<file path="src/rtl/evm_pkg.sv">
`default_nettype none
// ---------------------------------------------------------------------------
// Module : evm_pkg
// Brief  : Shared types and constants for the EVM voting front end.
// Rev    : 1.0  initial release
// ---------------------------------------------------------------------------
package evm_pkg;

    typedef enum logic [0:0] {
        IDLE    = 1'b0,
        LOCKOUT = 1'b1
    } vote_state_t;

    localparam int NUM_CAND                = 4;
    localparam int CAND_CNT_W              = 3;
    localparam int DEFAULT_DEBOUNCE_CYCLES = 1000000;
    localparam int DEFAULT_LOCKOUT_CYCLES  = 125000000;

    localparam logic MODE_VOTE   = 1'b0;
    localparam logic MODE_RESULT = 1'b1;

    // Number of candidates whose rising edge landed in the same cycle.
    function automatic logic [CAND_CNT_W-1:0] count_set(input logic [NUM_CAND-1:0] v);
        logic [CAND_CNT_W-1:0] cnt;
        cnt = '0;
        for (int i = 0; i < NUM_CAND; i++) begin
            cnt = cnt + CAND_CNT_W'(v[i]);
        end
        return cnt;
    endfunction

endpackage
`default_nettype wire

</file>
<file path="src/rtl/vote_recorder_if.sv">
`default_nettype none
// ---------------------------------------------------------------------------
// Module : vote_recorder_if
// Brief  : Button/mode inputs and tally/status outputs of the vote recorder.
// Rev    : 1.0  initial release
// ---------------------------------------------------------------------------
interface vote_recorder_if #(
    parameter int COUNT_W = 4
);
    import evm_pkg::*;

    logic                mode;
    logic [NUM_CAND-1:0] button_raw;
    logic                valid_vote_casted;
    logic                invalid_press;
    logic                busy;
    logic [COUNT_W-1:0]  candidate1_vote;
    logic [COUNT_W-1:0]  candidate2_vote;
    logic [COUNT_W-1:0]  candidate3_vote;
    logic [COUNT_W-1:0]  candidate4_vote;
    logic                candidate1_button_press;
    logic                candidate2_button_press;
    logic                candidate3_button_press;
    logic                candidate4_button_press;

    modport master (
        output mode, button_raw,
        input  valid_vote_casted, invalid_press, busy,
        input  candidate1_vote, candidate2_vote, candidate3_vote, candidate4_vote,
        input  candidate1_button_press, candidate2_button_press,
        input  candidate3_button_press, candidate4_button_press
    );

    modport slave (
        input  mode, button_raw,
        output valid_vote_casted, invalid_press, busy,
        output candidate1_vote, candidate2_vote, candidate3_vote, candidate4_vote,
        output candidate1_button_press, candidate2_button_press,
        output candidate3_button_press, candidate4_button_press
    );

endinterface
`default_nettype wire

</file>
<file path="src/rtl/button_debounce.sv">
`default_nettype none
// ---------------------------------------------------------------------------
// Module : button_debounce
// Brief  : Two-flop synchroniser plus stable-count debounce for one button.
// Rev    : 1.0  initial release
// ---------------------------------------------------------------------------
module button_debounce #(
    parameter int DEBOUNCE_CYCLES = 1000000
) (
    input  wire logic clock,
    input  wire logic reset,
    input  wire logic button_raw,
    output logic      button_level
);
    localparam int CNT_W = (DEBOUNCE_CYCLES > 1) ? $clog2(DEBOUNCE_CYCLES) : 1;
    localparam logic [CNT_W-1:0] C_CNT_LAST = CNT_W'(DEBOUNCE_CYCLES - 1);

    logic             r_sync1;
    logic             r_sync2;
    logic             r_level;
    logic [CNT_W-1:0] r_cnt;

    always_ff @(posedge clock) begin
        if (reset) begin
            r_sync1 <= 1'b0;
            r_sync2 <= 1'b0;
            r_level <= 1'b0;
            r_cnt   <= '0;
        end else begin
            r_sync1 <= button_raw;
            r_sync2 <= r_sync1;
            // Any cycle of agreement restarts the stability window.
            if (r_sync2 == r_level) begin
                r_cnt <= '0;
            end else if (r_cnt == C_CNT_LAST) begin
                r_level <= r_sync2;
                r_cnt   <= '0;
            end else begin
                r_cnt <= r_cnt + CNT_W'(1);
            end
        end
    end

    assign button_level = r_level;

endmodule
`default_nettype wire

</file>
<file path="src/rtl/vote_recorder.sv">
`default_nettype none
// ---------------------------------------------------------------------------
// Module : vote_recorder
// Brief  : Debounced candidate buttons, one-vote-per-session FSM, tallies.
// Rev    : 1.0  initial release
// ---------------------------------------------------------------------------
module vote_recorder
    import evm_pkg::*;
#(
    parameter int DEBOUNCE_CYCLES = DEFAULT_DEBOUNCE_CYCLES,
    parameter int LOCKOUT_CYCLES  = DEFAULT_LOCKOUT_CYCLES,
    parameter int COUNT_W         = 4
) (
    input wire logic       clock,
    input wire logic       reset,
    vote_recorder_if.slave bus
);
    localparam int LOCK_W = (LOCKOUT_CYCLES > 1) ? $clog2(LOCKOUT_CYCLES) : 1;
    localparam logic [LOCK_W-1:0]  C_LOCK_LAST = LOCK_W'(LOCKOUT_CYCLES - 1);
    localparam logic [COUNT_W-1:0] C_TALLY_MAX = {COUNT_W{1'b1}};

    logic [NUM_CAND-1:0]   w_deb;
    logic [NUM_CAND-1:0]   w_rise;
    logic [CAND_CNT_W-1:0] w_rise_cnt;
    logic [NUM_CAND-1:0]   r_deb_d;

    vote_state_t           r_state;
    logic [LOCK_W-1:0]     r_lock_cnt;
    logic                  r_valid;
    logic                  r_invalid;
    logic                  r_busy;
    logic [COUNT_W-1:0]    r_tally [NUM_CAND];

    for (genvar i = 0; i < NUM_CAND; i++) begin : g_button
        button_debounce #(
            .DEBOUNCE_CYCLES (DEBOUNCE_CYCLES)
        ) u_debounce (
            .clock        (clock),
            .reset        (reset),
            .button_raw   (bus.button_raw[i]),
            .button_level (w_deb[i])
        );
    end

    assign w_rise     = w_deb & ~r_deb_d;
    assign w_rise_cnt = count_set(w_rise);

    // Edge history runs in every state so a button held through lockout
    // never looks like a fresh press once the FSM is back in IDLE.
    always_ff @(posedge clock) begin
        if (reset) begin
            r_deb_d <= '0;
        end else begin
            r_deb_d <= w_deb;
        end
    end

    always_ff @(posedge clock) begin
        if (reset) begin
            r_state    <= IDLE;
            r_lock_cnt <= '0;
            r_valid    <= 1'b0;
            r_invalid  <= 1'b0;
            r_busy     <= 1'b0;
            r_tally    <= '{default: '0};
        end else begin
            r_valid   <= 1'b0;
            r_invalid <= 1'b0;
            case (r_state)
                IDLE: begin
                    r_lock_cnt <= '0;
                    if (bus.mode == MODE_VOTE) begin
                        if (w_rise_cnt == CAND_CNT_W'(1)) begin
                            r_valid <= 1'b1;
                            r_busy  <= 1'b1;
                            r_state <= LOCKOUT;
                            for (int i = 0; i < NUM_CAND; i++) begin
                                if (w_rise[i] && (r_tally[i] != C_TALLY_MAX)) begin
                                    r_tally[i] <= r_tally[i] + COUNT_W'(1);
                                end
                            end
                        end else if (w_rise_cnt > CAND_CNT_W'(1)) begin
                            r_invalid <= 1'b1;
                        end
                    end
                end
                LOCKOUT: begin
                    if (r_lock_cnt == C_LOCK_LAST) begin
                        r_state    <= IDLE;
                        r_busy     <= 1'b0;
                        r_lock_cnt <= '0;
                    end else begin
                        r_lock_cnt <= r_lock_cnt + LOCK_W'(1);
                    end
                end
                default: begin
                    r_state <= IDLE;
                    r_busy  <= 1'b0;
                end
            endcase
        end
    end

    assign bus.valid_vote_casted       = r_valid;
    assign bus.invalid_press           = r_invalid;
    assign bus.busy                    = r_busy;
    assign bus.candidate1_vote         = r_tally[0];
    assign bus.candidate2_vote         = r_tally[1];
    assign bus.candidate3_vote         = r_tally[2];
    assign bus.candidate4_vote         = r_tally[3];
    assign bus.candidate1_button_press = w_deb[0];
    assign bus.candidate2_button_press = w_deb[1];
    assign bus.candidate3_button_press = w_deb[2];
    assign bus.candidate4_button_press = w_deb[3];

endmodule
`default_nettype wire

</file>
<file path="src/flat_wrapper.sv">
// flat-port wrapper written by rule: the top's interface ports become plain ports
module vote_recorder_flat import evm_pkg::*;
#(
    parameter int DEBOUNCE_CYCLES = DEFAULT_DEBOUNCE_CYCLES,
    parameter int LOCKOUT_CYCLES  = DEFAULT_LOCKOUT_CYCLES,
    parameter int COUNT_W         = 4
)
  (clock, reset, bus_mode, bus_button_raw, bus_valid_vote_casted, bus_invalid_press, bus_busy, bus_candidate1_vote, bus_candidate2_vote, bus_candidate3_vote, bus_candidate4_vote, bus_candidate1_button_press, bus_candidate2_button_press, bus_candidate3_button_press, bus_candidate4_button_press);
  vote_recorder_if #(.COUNT_W(COUNT_W)) bus_i ();
  input wire logic clock;
  input wire logic reset;
  input wire logic [$bits(bus_i.mode)-1:0] bus_mode;
  input wire logic [$bits(bus_i.button_raw)-1:0] bus_button_raw;
  output wire logic [$bits(bus_i.valid_vote_casted)-1:0] bus_valid_vote_casted;
  output wire logic [$bits(bus_i.invalid_press)-1:0] bus_invalid_press;
  output wire logic [$bits(bus_i.busy)-1:0] bus_busy;
  output wire logic [$bits(bus_i.candidate1_vote)-1:0] bus_candidate1_vote;
  output wire logic [$bits(bus_i.candidate2_vote)-1:0] bus_candidate2_vote;
  output wire logic [$bits(bus_i.candidate3_vote)-1:0] bus_candidate3_vote;
  output wire logic [$bits(bus_i.candidate4_vote)-1:0] bus_candidate4_vote;
  output wire logic [$bits(bus_i.candidate1_button_press)-1:0] bus_candidate1_button_press;
  output wire logic [$bits(bus_i.candidate2_button_press)-1:0] bus_candidate2_button_press;
  output wire logic [$bits(bus_i.candidate3_button_press)-1:0] bus_candidate3_button_press;
  output wire logic [$bits(bus_i.candidate4_button_press)-1:0] bus_candidate4_button_press;
  assign bus_i.mode = bus_mode;
  assign bus_i.button_raw = bus_button_raw;
  assign bus_valid_vote_casted = bus_i.valid_vote_casted;
  assign bus_invalid_press = bus_i.invalid_press;
  assign bus_busy = bus_i.busy;
  assign bus_candidate1_vote = bus_i.candidate1_vote;
  assign bus_candidate2_vote = bus_i.candidate2_vote;
  assign bus_candidate3_vote = bus_i.candidate3_vote;
  assign bus_candidate4_vote = bus_i.candidate4_vote;
  assign bus_candidate1_button_press = bus_i.candidate1_button_press;
  assign bus_candidate2_button_press = bus_i.candidate2_button_press;
  assign bus_candidate3_button_press = bus_i.candidate3_button_press;
  assign bus_candidate4_button_press = bus_i.candidate4_button_press;
  vote_recorder #(.DEBOUNCE_CYCLES(DEBOUNCE_CYCLES), .LOCKOUT_CYCLES(LOCKOUT_CYCLES), .COUNT_W(COUNT_W)) u_core (.clock(clock), .reset(reset), .bus(bus_i));
endmodule
</file>
<file path="config.mk">
export PLATFORM = sky130hd
export DESIGN_NAME = vote_recorder_flat
export DESIGN_NICKNAME = d
export VERILOG_FILES = /design/src/rtl/evm_pkg.sv /design/src/rtl/vote_recorder_if.sv /design/src/rtl/button_debounce.sv /design/src/rtl/vote_recorder.sv /design/src/flat_wrapper.sv
export SDC_FILE = /design/constraint.sdc
export NUM_CORES = 1
export LEC_CHECK = 0
export BUFFER_PORTS_ARGS = -buffer_cell sky130_fd_sc_hd__buf_2
export CAP_MARGIN = 20
export CORE_ASPECT_RATIO = 1.75
export CORE_UTILIZATION = 60
export CTS_CLUSTER_DIAMETER = 30
export CTS_CLUSTER_SIZE = 20
export DETAILED_ROUTE_END_ITERATION = 12
export PLACE_DENSITY = 0.77
export SYNTH_ARGS = -nofsm -noshare
export SYNTH_HDL_FRONTEND = slang
export SYNTH_SLANG_ARGS = --single-unit
</file>
<file path="constraint.sdc">
create_clock -name clock -period 7.1 [get_ports clock]
set_input_delay 1.42 -clock clock [delete_from_list [all_inputs] [get_ports clock]]
set_output_delay 1.42 -clock clock [all_outputs]
set_load 0.05 [all_outputs]
</file>
==> results.ini, run 1 <==
[sta]
finalClockSkew_ns = 0.00972
hold_violations = 0
worst_pin_slew_ns = 1.09
rsz0062_at_grt = no
fin_hold_ws_ns = 0.436
min_period_over_period = 0.431
slew_headroom = 0.271
setup-violations-final = 0
drv_slew = 0
fin_crit_ns = 3.06
fin_ws_ns = 4.04
fmax_ghz = 0.327
finalSetupTns_ns = 0

[detailed_routing]
wl_per_cell_um = 14.5
drtAntennaViolNets = 0
firstDrtPassIters = 5
vias = 5246
drc = 0
drtIter0Drc = 166
wl_mm = 12.9
via_per_inst = 5.89

[setup_path]
crit_type = register to register
cpMaxStageDelayCell = nor3b_2
crit_path_start_kind = register
cp_common_cell = ha_1
path_delay_family = simple AND/OR/NAND/NOR gates
critPathMaxFanout = 7
cp.required_ns = 7.44
worst-path-buf-inv = 1
end_kind = register
cp.arrival_ns = 3.40
crit_path_cell_trace = nor2b_1 -> ha_1 -> fa_1 -> inv_1 -> ha_1 -> nor3b_2 -> nand4_1 -> or3_1 -> a21oi_1
slowest_delay_ns = 0.46

[final_layout]
final_cells = 890
nets = 771
area_growth_pct = 13.7
fin_util = 0.702
design_area_um2 = 7190
n_antenna_cell = 0
drive_gt1_frac = 0.101

[floorplanning]
dieArea_um2 = 11000
io_pins = 30
initial_core_util = 0.617
core_um2 = 10200
die_w_um = 79.6
die-height_um = 138
fp-row-count = 49

[grt]
grt_max_degree = 44
first_global_vias = 5213
grt_pass1_wl_mm = 21.7
overflow = 0
antenna_found_initial = 0
track_usage = 0.251

[synthesis]
synth_area_per_cell_um2 = 8.79
synth_cell_types = 43
synth_seq_cells = 143
synth_top_cell_by_area = dfxtp_1
synthCells = 719
synth_area_um2 = 6320
synth_edf_count = 0
synthFlopType = dfxtp_1
ys_seq_area_frac = 0.453
netlist.area_leader.share = 0.453
synth_commonest_cells = 143 x dfxtp_1, 92 x nor2_1, 44 x a21oi_1
ys_warn_count = 0
synth_fp_nets = 739
synthTopCellsByArea = dfxtp_1 45%, nor2_1 5.5%, xnor2_1 5.4%
yosysMostFrequentCell = dfxtp_1
async_flop_share = 0

[pwr]
power_frac_seq = 0.465
p_switching_mw = 0.338
design_power_total_mw = 1.74
power.leakage_nw = 2.36
p_int_mw = 1.40
power_frac_comb = 0.008
p_per_area_nw_per_um2 = 241
clockPowerShare = 0.527
switching_share = 0.195
ir_drop_v = 0.000245

[placement]
gp_congestion = 0.817
pre_cts_slack_ns = 4.03
portBuffers = 29
place_inst = 859
placed_cell_area_um2 = 6570
hpwl_mm = 8.98

[cts]
clock_sinks = 143
cts_resized = 0
clk_latency_ns = 0.41
htree_num_levels = 4
cts.path.max_buffers = 2
hold_buffers = 0
cts.clk_slew.worst_paths_ns = 0.06
numCtsBuffers = 17
cts_root_buf = clkbuf_16
post_cts_buffers = 0
cts_tree = done

[run]
drv_cap = 0

[status]
status = complete, no violations

[hold_path]
hold_path_class = register to register

==> flip-flops by register name, summed over array words and instances, names as in the netlist <==
signal                                   flops
u_core.g_button.u_debounce.r_cnt            80
u_core.bus.candidate2_vote                   4
u_core.g_button.u_debounce.button_level      4
u_core.g_button.u_debounce.r_sync1           4
u_core.bus.busy                              1
u_core.bus.valid_vote_casted                 1
u_core.bus.invalid_press                     1
u_core.r_state                               1
u_core.bus.candidate3_vote                   4
u_core.r_deb_d                               4
u_core.bus.candidate4_vote                   4
u_core.g_button.u_debounce.r_sync2           4
u_core.bus.candidate1_vote                   4
u_core.r_lock_cnt                           27
==> layer usage <==
| metal | track usage | share of wire |
|---|---|---|
| met5 | 0 | 0 |
| met4 | 0.139 | 0.027 |
| met3 | 0.0570 | 0.031 |
| met2 | 0.478 | 0.54 |
| met1 | 0.240 | 0.40 |
==> final timing paths <==
path | start | endpoint | slack [ns] | cells after the start
worst max-delay path | u_core.g_button[0].u_debounce.button_level$_SDFFE_PP0P_ | u_core.bus.candidate4_vote[2]$_SDFFE_PP0P_ | 4.04 | 9
worst min-delay path | u_core.g_button[1].u_debounce.r_sync1$_SDFF_PP0_ | u_core.g_button[1].u_debounce.r_sync2$_SDFF_PP0_ | 0.44 | 1
worst max register to register | u_core.g_button[0].u_debounce.button_level$_SDFFE_PP0P_ | u_core.bus.candidate4_vote[2]$_SDFFE_PP0P_ | 4.04 | 9
worst min register to register | u_core.g_button[1].u_debounce.r_sync1$_SDFF_PP0_ | u_core.g_button[1].u_debounce.r_sync2$_SDFF_PP0_ | 0.44 | 1
==> layout make-up <==
class,instances,area (µm²)
multi-input combinational,530,3270
fill,749,3050
sequential,143,2860
clock buffer,22,484
timing repair buffer,33,179
tap,127,159
clock inverter,9,133
inverter,26,97.6
==> power by group through the flow <==
stage / Clock (mW) / Sequential, mW / Combinational (mW)
after floorplan: 0 / 0.824 / 0.00968
after global placement: 0 / 0.824 / 0.0137
after detailed placement: 0 / 0.825 / 0.0145
after CTS: 0.927 / 0.807 / 0.0146
after global routing: 0.962 / 0.807 / 0.0163
final: 0.914 / 0.807 / 0.0145
==> cell families (layout without fill, tap and decap cells) <==
kind of cell             Yosys count  count (layout)  share of synthesized area
adder cells (fa/ha/maj)           13              13                     0.0269
flip-flops                       143             143                      0.453
multiplexers                       4               4                    0.00633
AND/OR/NAND/NOR                  342             342                      0.295
AO/OA/AOI/OAI                    100             100                     0.0913
XOR/XNOR                          71              71                     0.0984
buffers and inverters             46              90                     0.0291
==> layout by cell type, fill, tap and decap left out, types with 3 or more instances in the layout <==
cell type  synthesis  routed
and2_1             5       5
buf_4              1       3
or4_1             15      15
nand4_1           37      37
nor4_1            11      11
o21ba_2            3       3
nor2_1            92      92
and4_1            10      10
nor3_1            16      16
nand2_1           35      35
and3_1            12      12
ha_1              12      12
or3_1             30      30
buf_2              6      29
dfxtp_1          143     143
nand3_1           39      39
nor3b_1            3       3
o31ai_1           11      11
a21oi_1           44      44
inv_1             26      26
bufinv_16          0       3
nor2b_1           17      17
o21ai_1            2       4
mux2i_1            4       4
nor4bb_1           3       3
xnor2_1           39      39
o21ai_0           33      31
clkbuf_16          0      17
o21a_1             3       3
nor4b_1            7       7
clkbuf_8           0       4
xor2_1            32      32
(Power assumes the default switching activity.)
==> run 2, diff against run 1 <==
--- a/config.mk
+++ b/config.mk
@@ -5,14 +5,15 @@
 export SDC_FILE = /design/constraint.sdc
 export NUM_CORES = 1
 export LEC_CHECK = 0
+export ABC_AREA = 1
 export BUFFER_PORTS_ARGS = -buffer_cell sky130_fd_sc_hd__buf_2
 export CAP_MARGIN = 20
 export CORE_ASPECT_RATIO = 1.75
-export CORE_UTILIZATION = 60
+export CORE_UTILIZATION = 56
 export CTS_CLUSTER_DIAMETER = 30
 export CTS_CLUSTER_SIZE = 20
 export DETAILED_ROUTE_END_ITERATION = 12
-export PLACE_DENSITY = 0.77
+export PLACE_DENSITY = 0.75
 export SYNTH_ARGS = -nofsm -noshare
 export SYNTH_HDL_FRONTEND = slang
 export SYNTH_SLANG_ARGS = --single-unit
==> constraint.sdc (replaced) <==
create_clock -name clock -period 2.6 [get_ports clock]
set_input_delay 0.52 -clock clock [delete_from_list [all_inputs] [get_ports clock]]
set_output_delay 0.52 -clock clock [all_outputs]
set_load 0.05 [all_outputs]
==> results.ini, run 2 <==
[setup_path]
crit_path_start_kind = register
slowest_delay_ns = 0.37  ; -0.09 ns
path_delay_family = adder cells
crit_type = register to register
worst-path-buf-inv = 2  ; +1
end_kind = register
cp.arrival_ns = 2.76  ; -0.64 ns
critPathMaxFanout = 7  ; unchanged
cpMaxStageDelayCell = fa_2
cp.required_ns = 2.91  ; -4.53 ns
crit_path_cell_trace = inv_1 -> nor2_2 -> ha_1 -> fa_2 -> inv_1 -> ha_1 -> nand3b_1 -> nor2_4 -> nand2_4 -> o21ai_0 -> nor2_1

[detailed_routing]
drtAntennaViolNets = 0  ; unchanged
via_per_inst = 5.04  ; -14%
drtIter0Drc = 252  ; +52%
vias = 6517  ; +24%
drc = 0  ; unchanged
wl_per_cell_um = 12.0  ; -17%
firstDrtPassIters = 4  ; -1
wl_mm = 15.5  ; +20%

[floorplanning]
die-height_um = 151  ; +9.9%
die_w_um = 87.4  ; +9.8%
io_pins = 30  ; unchanged
core_um2 = 12400  ; +21%
fp-row-count = 54  ; +10%
initial_core_util = 0.575  ; -0.0423
dieArea_um2 = 13200  ; +21%

[grt]
track_usage = 0.253  ; +0.00264
grt_pass1_wl_mm = 26.4  ; +21%
overflow = 0  ; unchanged
antenna_found_initial = 0  ; unchanged
first_global_vias = 6277  ; +20%
grt_max_degree = 28  ; -36%

[synthesis]
synth_xor_area_frac = 0.0735  ; -0.0249
synth_area_um2 = 7150  ; +13%
synthTopCellsByArea = dfxtp_1 40%, nand2_1 15%, nor2_1 14%
netlist.area_leader.share = 0.400  ; -0.0525
ys_warn_count = 0  ; unchanged
synth_area_per_cell_um2 = 6.66  ; -24%
synth_cell_types = 28  ; -35%
synth_compound_area_frac = 0.0527  ; -0.0386
synthFlopType = dfxtp_1
synth_fa_ha_area_frac = 0.0238  ; -0.00312
synth_commonest_cells = 285 x nand2_1, 273 x nor2_1, 143 x dfxtp_1
synth_fp_nets = 1093  ; +48%
ys_seq_area_frac = 0.400  ; -0.0525
async_flop_share = 0  ; unchanged
muxShareOfSynthArea = 0  ; -0.00633
yosysMostFrequentCell = nand2_1
yosys.area_share.simple = 0.379  ; +0.0839
synth_top_family_by_area = simple AND/OR/NAND/NOR gates
synth_seq_cells = 143  ; unchanged
synthCells = 1073  ; +49%
synth_edf_count = 0  ; unchanged
synth_top_cell_by_area = dfxtp_1

[final_layout]
multiInputGateArea_um2 = 3820  ; +17%
mostFrequentLayoutCell = nand2_1
regMostFlops = u_core.g_button.u_debounce.r_cnt
nets = 1134  ; +47%
final-seq-area_um2 = 2870  ; about the same
num-fill-cells = 1212  ; +62%
largest_reg_flops = 80  ; unchanged
n_antenna_cell = 0  ; unchanged
top_regs = u_core.g_button.u_debounce.r_cnt (80), u_core.r_lock_cnt (27)
area_growth_pct = 12.7
design_area_um2 = 8060  ; +12%
fin_util = 0.648  ; -0.0541
drive_gt1_frac = 0.0853  ; -0.0156
final_cell_mix = 282 x nand2_1, 271 x nor2_1, 141 x dfxtp_1, 105 x inv_1, 61 x nand3_1

[placement]
gp_congestion = 0.890  ; +9.0%
hpwl_mm = 11.5  ; +28%
placed_cell_area_um2 = 7440  ; +13%
portBuffers = 29  ; unchanged

[cts]
clk_latency_ns = 0.42  ; about the same
numCtsBuffers = 17  ; unchanged
cts.path.max_buffers = 2  ; unchanged
cts_root_buf = clkbuf_16
htree_num_levels = 4  ; unchanged
clock_sinks = 143  ; unchanged
cts.clk_slew.worst_paths_ns = 0.06  ; about the same
cts_tree = done

[sta]
finalSetupTns_ns = 0  ; unchanged
fin_crit_ns = 2.45  ; -0.609 ns
worst_pin_slew_ns = 0.681  ; -0.412 ns
hold_violations = 0  ; unchanged
slew_headroom = 0.545  ; +0.273
fin_hold_ws_ns = 0.298  ; -0.138 ns
fmax_ghz = 0.408  ; +25%
setup-violations-final = 0  ; unchanged
drv_slew = 0  ; unchanged
min_period_over_period = 0.943  ; +0.512
rsz0062_at_grt = no
finalClockSkew_ns = 0.0102  ; +0.000444 ns

[hold_path]
hold_path_class = input pin to register

[status]
status = complete, no violations

[pwr]
design_power_total_mw = 4.63  ; +170%
p_per_area_nw_per_um2 = 575  ; +140%
ir_drop_v = 0.000492  ; +100%
power.leakage_nw = 2.71  ; +15%

[run]
drv_cap = 0  ; unchanged

-- run 2: area by class of cell --
type / instances / area share
clock buffer: 18 / 0.0545
timing repair buffer: 34 / 0.0227
multi-input combinational: 810 / 0.474
inverter: 108 / 0.0503
sequential: 143 / 0.356
clock inverter: 12 / 0.0171
tap: 168 / 0.0261
-- run 2: path summary, 6_finish.rpt --
| check | from | endpoint | slack (ns) | depth (start not counted) |
|---|---|---|---|---|
| worst max-delay path | u_core.g_button[0].u_debounce.button_level$_SDFFE_PP0P_ | u_core.bus.candidate1_vote[1]$_SDFFE_PP0P_ | 0.15 | 11 |
| worst min-delay path | bus_button_raw[3] | u_core.g_button[3].u_debounce.r_sync1$_SDFF_PP0_ | 0.30 | 3 |
| worst min register to register | u_core.g_button[1].u_debounce.r_sync1$_SDFF_PP0_ | u_core.g_button[1].u_debounce.r_sync2$_SDFF_PP0_ | 0.40 | 2 |
| worst max register to register | u_core.g_button[0].u_debounce.button_level$_SDFFE_PP0P_ | u_core.bus.candidate1_vote[1]$_SDFFE_PP0P_ | 0.15 | 11 |
-- run 2: tightest hold or removal path: stages --
cell,delay (ns)
buf_2,0.07
inv_1,0.03
nor2_1,0.06
-- run 2: metrics by stage --
stage          worst slack, ns  std cells
6_report                 0.148       1293
5_1_grt                0.00767       1293
4_1_cts                  0.103       1292
3_5_place_dp             0.114       1262
3_3_place_gp             0.189       1262
2_1_floorplan            0.131       1073
-- run 2: logic make-up (layout without fill, tap and decap cells) --
logic type	after synthesis	count (layout)
simple gates	663	663
flops	143	143
buf+inv	120	172
compound gates	74	74
xor+xnor	60	60
fa+ha+maj	13	13
-- run 2: per-layer routing --
layer / vias up / GRT usage / wire (µm)
li1: 3401 / - / -
met5: - / 0 / 0
met1: 2969 / 0.247 / 6000
met3: 44 / 0.0655 / 542
met4: 0 / 0.143 / 605
met2: 103 / 0.473 / 8340
-- run 2: repair_timing --
| item | CTS | global route |
|---|---|---|
| setup endpoints to repair | 0 | 12 |
| hold buffers | 0 | 0 |
| buffers inserted | 0 | 1 |
| resized for setup | 0 | 14 |
-- run 2: report_power, final --
group          internal, mW  switching (mW)
Clock                  1.43           0.956
Combinational        0.0135          0.0300
Sequential             2.20         0.00480
Total                  3.64           0.990
==> run 3, diff against run 2 <==
--- a/config.mk
+++ b/config.mk
@@ -9,6 +9,7 @@
 export BUFFER_PORTS_ARGS = -buffer_cell sky130_fd_sc_hd__buf_2
 export CAP_MARGIN = 20
 export CORE_ASPECT_RATIO = 1.75
+export CORE_MARGIN = 2
 export CORE_UTILIZATION = 56
 export CTS_CLUSTER_DIAMETER = 30
 export CTS_CLUSTER_SIZE = 20
==> results.ini, run 3 (same netlist as run 2, synthesis figures left out) <==
[floorplanning]
core_um2 = 12500  ; +0.54%
die-height_um = 153  ; +1.3%
io_pins = 30  ; unchanged
initial_core_util = 0.572  ; -0.00311
die_w_um = 89.4  ; +2.3%
fp-row-count = 54  ; unchanged
dieArea_um2 = 13700  ; +3.6%

[grt]
antenna_found_initial = 1  ; +1
grt_pass1_wl_mm = 27.0  ; +2.2%
track_usage = 0.246  ; -0.00724
grt_max_degree = 28  ; unchanged
overflow = 0  ; unchanged
first_global_vias = 6454  ; +2.8%

[cts]
clk_latency_ns = 0.42  ; about the same
cts_root_buf = clkbuf_16
cts_tree = done
numCtsBuffers = 17  ; unchanged
clock_sinks = 143  ; unchanged
cts.clk_slew.worst_paths_ns = 0.06  ; about the same
cts.path.max_buffers = 2  ; unchanged
hold_buffers = 0  ; unchanged
htree_num_levels = 4  ; unchanged

[setup_path]
cp.required_ns = 2.92  ; about the same
slowest_delay_ns = 0.42  ; +0.05 ns
cp.arrival_ns = 2.77  ; about the same
end_kind = register
crit_path_cell_trace = inv_1 -> nor2_1 -> ha_1 -> fa_1 -> inv_1 -> ha_1 -> nand3b_1 -> nor2_4 -> buf_4 -> nand2_1 -> o21ai_0 -> nor2_1
cpMaxStageDelayCell = fa_1
crit_path_start_kind = register
critPathMaxFanout = 5  ; -2
crit_type = register to register

[sta]
min_period_over_period = 0.944  ; +0.00114
rsz0062_at_grt = no
worst_pin_slew_ns = 0.669  ; -0.0120 ns
fmax_ghz = 0.407  ; -0.12%
hold_violations = 0  ; unchanged
fin_crit_ns = 2.46  ; +0.00296 ns
slew_headroom = 0.553  ; +0.00800
drv_slew = 0  ; unchanged
setup-violations-final = 0  ; unchanged
fin_ws_ns = 0.145  ; -0.00296 ns
finalSetupTns_ns = 0  ; unchanged
finalClockSkew_ns = 0.00709  ; -0.00307 ns

[pwr]
design_power_total_mw = 4.72  ; +1.9%
ir_drop_v = 0.000465  ; -5.6%
p_per_area_nw_per_um2 = 585  ; +1.8%
power.leakage_nw = 2.70  ; -0.33%

[final_layout]
largest_reg_flops = 80  ; unchanged
mostFrequentLayoutCell = nand2_1
n_antenna_cell = 0  ; unchanged
design_area_um2 = 8070  ; +0.16%
nets = 1136  ; +0.18%
fin_util = 0.646  ; -0.00250
drive_gt1_frac = 0.0816  ; -0.00377
area_growth_pct = 12.9
regMostFlops = u_core.g_button.u_debounce.r_cnt
final_cell_mix = 282 x nand2_1, 272 x nor2_1, 141 x dfxtp_1, 107 x inv_1, 61 x nand3_1
top_regs = u_core.g_button.u_debounce.r_cnt (80), u_core.r_lock_cnt (27)

[placement]
pre_cts_slack_ns = 0.112  ; -0.00200 ns
gp_congestion = 0.860  ; -3.4%
portBuffers = 29  ; unchanged
hpwl_mm = 11.6  ; +1.1%
placed_cell_area_um2 = 7440  ; unchanged

[detailed_routing]
wl_per_cell_um = 12.1  ; +0.75%
via_per_inst = 5.00  ; -0.89%
wl_mm = 15.6  ; +0.98%
drc = 0  ; unchanged
firstDrtPassIters = 4  ; unchanged
drtAntennaViolNets = 0  ; unchanged
vias = 6474  ; -0.66%
drtIter0Drc = 198  ; -21%

[status]
status = complete, no violations

[hold_path]
hold_path_class = input pin to register

[run]
drv_cap = 0  ; unchanged

==> run 3: cell count changes in the layout (fill, tap and decap cells not counted), sizes merged <==
cell,delta
bufinv,+1
buf,+2
inv,-2
clkinv,+2
clkinvlp,-3
clkbuf,+3
==> run 3: worst paths after layout <==
kind,startpoint,end,slack [ns],depth (start not counted)
worst max-delay path,u_core.g_button[0].u_debounce.button_level$_SDFFE_PP0P_,u_core.bus.candidate4_vote[1]$_SDFFE_PP0P_,0.14,12
worst min-delay path,bus_button_raw[3],u_core.g_button[3].u_debounce.r_sync1$_SDFF_PP0_,0.30,3
worst max register to register,u_core.g_button[0].u_debounce.button_level$_SDFFE_PP0P_,u_core.bus.candidate4_vote[1]$_SDFFE_PP0P_,0.14,12
worst min register to register,u_core.g_button[1].u_debounce.r_sync1$_SDFF_PP0_,u_core.g_button[1].u_debounce.r_sync2$_SDFF_PP0_,0.40,2
==> run 3: critical path, delay by kind of cell (launching register included) <==
family | cells | cell delay, ns
buf+inv | 3 | 0.28
fa+ha+maj | 3 | 0.90
simple gates | 5 | 0.69
compound gates | 1 | 0.15
flops | 1 | 0.34
==> run 3: final cells by class <==
type / count / area (µm²)
clock buffer: 21 / 460
clock inverter: 10 / 138
fill: 1179 / 4430
inverter: 108 / 405
multi-input combinational: 810 / 3790
sequential: 143 / 2870
tap: 168 / 210
timing repair buffer: 36 / 198
==> run 3: repair_timing <==
item                       in CTS  in global routing
gates resized for setup         0                  4
setup endpoints to repair       0                 12
buffers inserted                0                  3
==> run 3: layer usage <==
metal	track usage	vias up	wire [µm]
met1	0.237	2902	6030
met5	0	-	13
met2	0.454	101	8480
met3	0.0578	50	518
li1	-	3419	-
met4	0.139	2	595
==> run 3: power by group <==
group          switching, mW  total, mW  internal [mW]
Sequential           0.00463       2.20           2.20
Clock                  0.925       2.48           1.55
Combinational         0.0306     0.0439         0.0133
Total                  0.961       4.72           3.76
==> run 3: stage by stage <==
stage	cells	hold slack [ns]
after floorplan	1073	0.388
after global placement	1262	0.390
after detailed placement	1262	0.399
after CTS	1293	0.287
after global routing	1296	0.317
final	1296	0.297
